[src/rtl/fir_pkg.sv]
// Shared definitions for the FIR sample feeder: FSM state encoding and
// default widths used by the feeder and its sample FIFO.
package fir_pkg;

    localparam int SAMPLE_W_DEF = 16;
    localparam int MAX_TAPS     = 64;

    typedef enum logic [1:0] {
        ST_IDLE    = 2'd0,
        ST_LOAD    = 2'd1,
        ST_COMPUTE = 2'd2,
        ST_WAIT    = 2'd3
    } fsm_state_t;

endpackage

[src/rtl/fir_sample_fifo.sv]
// Sample FIFO for the FIR feeder: power-of-2 ring buffer with occupancy count.
// Flush and reset both empty it; flush beats any push or pop in the same cycle.
module fir_sample_fifo
    import fir_pkg::*;
#(
    parameter  int DEPTH = 16,
    parameter  int WIDTH = SAMPLE_W_DEF + 1,
    localparam int AW    = $clog2(DEPTH),
    localparam int CW    = AW + 1
) (
    input  logic             clk,
    input  logic             rst,
    input  logic             i_flush,
    input  logic             i_push,
    input  logic [WIDTH-1:0] i_wdata,
    input  logic             i_pop,
    output logic [WIDTH-1:0] o_rdata,
    output logic [CW-1:0]    o_count,
    output logic             o_full
);

    localparam logic [CW-1:0] FULL_CNT = CW'(DEPTH);

    logic [WIDTH-1:0] r_mem [DEPTH];
    logic [AW-1:0]    r_wr_ptr;
    logic [AW-1:0]    r_rd_ptr;
    logic [CW-1:0]    r_count;

    logic w_do_push;
    logic w_do_pop;
    logic w_clear;

    assign w_clear   = rst || i_flush;
    assign w_do_push = i_push && (r_count != FULL_CNT);
    assign w_do_pop  = i_pop && (r_count != '0);

    // Storage carries no reset; the pointers and count define what is valid.
    always_ff @(posedge clk) begin
        if (!w_clear && w_do_push)
            r_mem[r_wr_ptr] <= i_wdata;
    end

    always_ff @(posedge clk) begin
        if (w_clear) begin
            r_wr_ptr <= '0;
            r_rd_ptr <= '0;
            r_count  <= '0;
        end else begin
            if (w_do_push)
                r_wr_ptr <= r_wr_ptr + 1'b1;
            if (w_do_pop)
                r_rd_ptr <= r_rd_ptr + 1'b1;
            case ({w_do_push, w_do_pop})
                2'b10:   r_count <= r_count + 1'b1;
                2'b01:   r_count <= r_count - 1'b1;
                default: r_count <= r_count;
            endcase
        end
    end

    assign o_rdata = r_mem[r_rd_ptr];
    assign o_count = r_count;
    assign o_full  = (r_count == FULL_CNT);

endmodule

[src/rtl/fir_sample_feeder.sv]
// Feeds queued AXI-Stream samples one at a time into an FIR datapath:
// LOAD strobes the sample, COMPUTE kicks the datapath, WAIT awaits its reply.
module fir_sample_feeder
    import fir_pkg::*;
#(
    parameter  int DEPTH    = 16,
    parameter  int SAMPLE_W = SAMPLE_W_DEF,
    parameter  int TIMEOUT  = 64,
    localparam int CW       = $clog2(DEPTH) + 1
) (
    input  logic                clk,
    input  logic                rst,
    input  logic                enable,
    input  logic                flush,
    input  logic [SAMPLE_W-1:0] s_axis_tdata,
    input  logic                s_axis_tvalid,
    input  logic                s_axis_tlast,
    output logic                s_axis_tready,
    output logic [SAMPLE_W-1:0] input_data,
    output logic                input_data_valid,
    output logic                compute,
    input  logic                output_data_valid,
    output logic [CW-1:0]       fifo_count,
    output logic                busy,
    output logic                frame_done,
    output logic                timeout_err
);

    localparam int             TW       = (TIMEOUT > 2) ? $clog2(TIMEOUT) : 1;
    localparam logic [TW-1:0]  TMO_LAST = TW'(TIMEOUT - 2);

    fsm_state_t          r_state;
    fsm_state_t          w_next;
    logic [SAMPLE_W-1:0] r_data;
    logic                r_last;
    logic [TW-1:0]       r_tcnt;
    logic                r_terr;

    logic                w_full;
    logic                w_push;
    logic                w_pop;
    logic                w_reply;
    logic                w_expire;
    logic [SAMPLE_W:0]   w_head;
    logic [CW-1:0]       w_count;

    assign s_axis_tready = !w_full && !flush && !rst;
    assign w_push        = s_axis_tvalid && s_axis_tready;
    assign w_pop         = (r_state == ST_LOAD);

    fir_sample_fifo #(
        .DEPTH (DEPTH),
        .WIDTH (SAMPLE_W + 1)
    ) u_fifo (
        .clk     (clk),
        .rst     (rst),
        .i_flush (flush),
        .i_push  (w_push),
        .i_wdata ({s_axis_tlast, s_axis_tdata}),
        .i_pop   (w_pop),
        .o_rdata (w_head),
        .o_count (w_count),
        .o_full  (w_full)
    );

    // The timeout counter holds cycles-since-compute minus one, so expiring at
    // TMO_LAST makes timeout_err visible exactly TIMEOUT cycles after compute.
    always_comb begin
        w_next   = r_state;
        w_reply  = 1'b0;
        w_expire = 1'b0;
        case (r_state)
            ST_IDLE:    if (enable && (w_count != '0)) w_next = ST_LOAD;
            ST_LOAD:    w_next = ST_COMPUTE;
            ST_COMPUTE: w_next = ST_WAIT;
            ST_WAIT: begin
                if (output_data_valid) begin
                    w_reply = 1'b1;
                    w_next  = ST_IDLE;
                end else if (r_tcnt == TMO_LAST) begin
                    w_expire = 1'b1;
                    w_next   = ST_IDLE;
                end
            end
            default:    w_next = ST_IDLE;
        endcase
        if (flush)
            w_next = ST_IDLE;
    end

    always_ff @(posedge clk) begin
        if (rst) begin
            r_state <= ST_IDLE;
            r_data  <= '0;
            r_last  <= 1'b0;
            r_tcnt  <= '0;
            r_terr  <= 1'b0;
        end else begin
            r_state <= w_next;
            // Latch the head as LOAD begins so input_data holds between strobes.
            if (r_state == ST_IDLE && w_next == ST_LOAD) begin
                r_data <= w_head[SAMPLE_W-1:0];
                r_last <= w_head[SAMPLE_W];
            end
            if (r_state == ST_COMPUTE)
                r_tcnt <= '0;
            else if (r_state == ST_WAIT)
                r_tcnt <= r_tcnt + 1'b1;
            if (flush)
                r_terr <= 1'b0;
            else if (w_expire)
                r_terr <= 1'b1;
        end
    end

    assign input_data       = r_data;
    assign input_data_valid = (r_state == ST_LOAD);
    assign compute          = (r_state == ST_COMPUTE);
    assign busy             = (r_state != ST_IDLE);
    assign frame_done       = w_reply && r_last && !flush && !rst;
    assign timeout_err      = r_terr;
    assign fifo_count       = w_count;

endmodule

[config.mk]
export PLATFORM = sky130hd
export DESIGN_NAME = fir_sample_feeder
export DESIGN_NICKNAME = d
export VERILOG_FILES = /design/src/rtl/fir_pkg.sv /design/src/rtl/fir_sample_fifo.sv /design/src/rtl/fir_sample_feeder.sv
export SDC_FILE = /design/constraint.sdc
export NUM_CORES = 1
export LEC_CHECK = 0
export CAP_MARGIN = 20
export CORE_ASPECT_RATIO = 1.1
export CORE_UTILIZATION = 54
export DETAILED_ROUTE_END_ITERATION = 10
export HOLD_SLACK_MARGIN = 0.1
export PLACE_DENSITY = 0.87
export SLEW_MARGIN = 20
export SYNTH_ARGS = -nofsm -noshare
export SYNTH_HDL_FRONTEND = slang
export SYNTH_HIERARCHICAL = 1
export SYNTH_SLANG_ARGS = --single-unit
[constraint.sdc]
create_clock -name clk -period 2.7 [get_ports clk]
set_input_delay 0.27 -clock clk [delete_from_list [all_inputs] [get_ports clk]]
set_output_delay 0.27 -clock clk [all_outputs]
set_load 0.01 [all_outputs]
==> metrics.yaml <==
clocking:
  cts_root_buf: "clkbuf_16"
  postCtsHoldBufs: 0
  htreeDepth: 1
  cts.sinks: 315
  clk_latency_ps: 540
  clk_pin_slew_ps: 60
  clockBufferDepth: 3
  cts_made_buffers: 28
  tritoncts: "built"
timing:
  finalHoldViolCount: 0
  finalSetupTns_ps: 0
  period_needed_ps: 2646
  slew_violations: 0
  min_period_over_period_pct: 98.00
  worstMarginPinSlew_ps: 819.4
  setup_viol: 0
  holdWs_ps: 471.2
  relSlewSlack_pct: 45.38
  fmax_ghz: 0.3779
  finClkSkew_ps: 8.989
grt:
  antenna_found_initial: 0
  grt_overflow: 0
  grt_pass1_wl_um: 39340
  grt_max_degree: 53
  grtUsageMet1_pct: 29.00
  met2_usage_pct: 38.68
  grt_pass1_vias: 6766
  met3_usage_pct: 3.295
  grt_usage_pct: 22.24
  top_usage_layer: "met2"
floorplan:
  die_area_um2: 23490
  die_x_um: 146.2
  fp.coreArea_um2: 22250
  dieHeight_um: 160.6
  ios: 50
  std_cell_rows: 57
  initial_core_util_pct: 55.52
route:
  via_per_inst: 6.123
  ant_nets: 0
  drc_errors: 0
  wl_um: 25480
  wl_per_cell_um: 23.77
  vias: 6564
  drt-pass1-iter-count: 6
  drt_iter0_markers: 767
yosys:
  avgSynthCellArea_um2: 18.72
  synth_edf_count: 272
  yosys.area.top_type: "edfxtp_1"
  synth_cells: 660
  synthXorXnorAreaFrac_pct: 0.5672
  synth.area.top_cells: "edfxtp_1 (66%), mux4_2 (12%), dfxtp_1 (7.0%), a22oi_1 (2.1%), nand2b_1 (1.8%)"
  synth_flop_cell: "edfxtp_1"
  muxShareOfSynthArea_pct: 14.02
  async_reset_ff_share_pct: 0
  syn_nets: 695
  ys_ff_latch: 315
  synth_top_area_share_pct: 66.12
  synth_fa_ha_area_share_pct: 1.276
  synth_compound_area_share_pct: 3.737
  synth_area_um2: 12350
  yosys_warnings: 6
  synthSimpleGateAreaFrac_pct: 5.571
  ys_types: 48
  synth_top_family_by_area: "multiplexers"
  synthTopCellsByCount: "edfxtp_1 (272), mux4_2 (68), dfxtp_1 (43)"
  yosysMostFrequentCell: "edfxtp_1"
  seq_area_frac_synth_pct: 73.09
setup_path:
  path_cells: "or4_4 -> nor2_1 -> nor3_1 -> and2_1 -> o21a_1 -> inv_1 -> ha_4 -> ha_1 -> a21oi_2 -> and4b_1 -> o211ai_1 -> o31ai_1"
  worstPathRequired_ps: 3140
  cp.arrival_ps: 3080
  slowest_stage: "or4_4"
  critical-path-top-delay-family: "simple AND/OR/NAND/NOR gates"
  endpoint_kind: "flip-flop"
  crit_fanout: 6
  cp-start-kind: "flip-flop"
  path_class: "flip-flop to flip-flop"
  crit_buf_inv: 1
  max_stage_delay_ps: 550
placed_design:
  dp_hpwl_um: 15950
  finalWeightedCongestion: 0.8801
  portBuffers: 49
pwr:
  cellPowerDensity_nw_per_um2: 632.4
  power_leakage_uw: 0.004581
  ir_drop_uv: 411.8
cells_and_area:
  fillers: 1444
  drive_above_1_share_pct: 22.39
  num_antenna_cells: 0
  syn_to_final_growth_pct: 15.70
  fin_nets: 791
job:
  max_cap_viol_count: 0
outcome:
  status: "complete, no violations"
hold_path:
  holdCritPathClass: "input port to flip-flop"
cell type report:
class / instances / area (um^2) / share of cell area, %
Timing Repair Buffer: 98 / 883.3 / 6.180
Clock buffer: 32 / 737.0 / 5.156
Sequential cell: 315 / 9035 / 63.21
Clock inverter: 19 / 95.09 / 0.6653
Tap cell: 295 / 369.1 / 2.583
Inverter: 10 / 37.54 / 0.2626
Multi-Input combinational cell: 303 / 3136 / 21.94
metrics by stage:
stage	instances	utilization (%)	instance area [um^2]	total power (uW)	setup slack, ps
finish	1072	64.23	14290	9039	53.88
global route	1072	64.23	14290	9300	-37.17
CTS	1070	64.10	14260	9091	16.24
detailed placement	1019	60.34	13430	5552	6.847
global placement	1019	60.34	13430	5538	142.1
floorplan	660	-	12360	5439	-29.30
repair_timing:
action                     in CTS  in global routing
setup endpoints to repair       1                  2
setup buffers                   0                  2
pin swaps                       0                  3
resized for setup               1                  2
gates cloned                    0                  0
metal layers:
| layer | share of wire [%] | routed length (um) |
|---|---|---|
| met1 | 39 | 9933 |
| met2 | 51 | 13100 |
| met3 | 7.0 | 1781 |
| met4 | 2.6 | 663 |
| met5 | 0 | 0 |
tightest hold or removal path: stages:
cell             delay [ps]
clkdlybuf4s50_1         400
inv_1                   110
nor4_1                   70
o2bb2ai_1               110
state kept, by name (all words and copies together), names as in the netlist, named ones only:
register and cells:
u_fifo/o_count 5, input_data 16, timeout_err 1, r_tcnt 6, r_last 1, u_fifo/r_wr_ptr 4
r_state 2, u_fifo/r_mem 272, u_fifo/r_rd_ptr 4
final timing paths:
kind	from	to	slack, ps	cells past startpoint
min	enable	r_state[0]	470	4
min reg2reg	timeout_err	timeout_err	480	1
max reg2reg	u_fifo/o_count[1]	u_fifo/o_count[4]	50	12
max	u_fifo/o_count[1]	u_fifo/o_count[4]	50	12
logic make-up (layout without fill, tap and decap cells):
group           Yosys count  in the layout
compound gates           60             60
buf+inv                  42            159
flops                   315            315
xor+xnor                  8              8
mux                      88             88
fa+ha+maj                12             12
simple gates            135            135
layout by cell type (no fill, tap or decap), types with 3 or more instances in the layout:
master	count
clkbuf_1	3
clkdlybuf4s50_1	49
xor2_1	5
ha_1	10
clkinv_1	8
dfxtp_1	40
inv_1	10
o21ai_0	3
clkinv_2	8
clkbuf_16	29
or4_1	3
xnor2_1	3
nor2_1	33
a22oi_1	34
mux2i_1	20
or3_1	3
nor4_1	3
nand2_1	31
edfxtp_1	272
nor2b_1	3
o211ai_1	3
mux4_2	68
buf_4	47
a21oi_1	6
nand2b_1	35
nand3_1	9
power breakdown:
part           total, uW  internal (uW)  switching, uW
combinational        165           61.6            104
clock               3590           1950           1640
sequential          5290           5280           2.89
total               9040           7300           1740
Note: power is estimated with default switching activity, not from simulation.
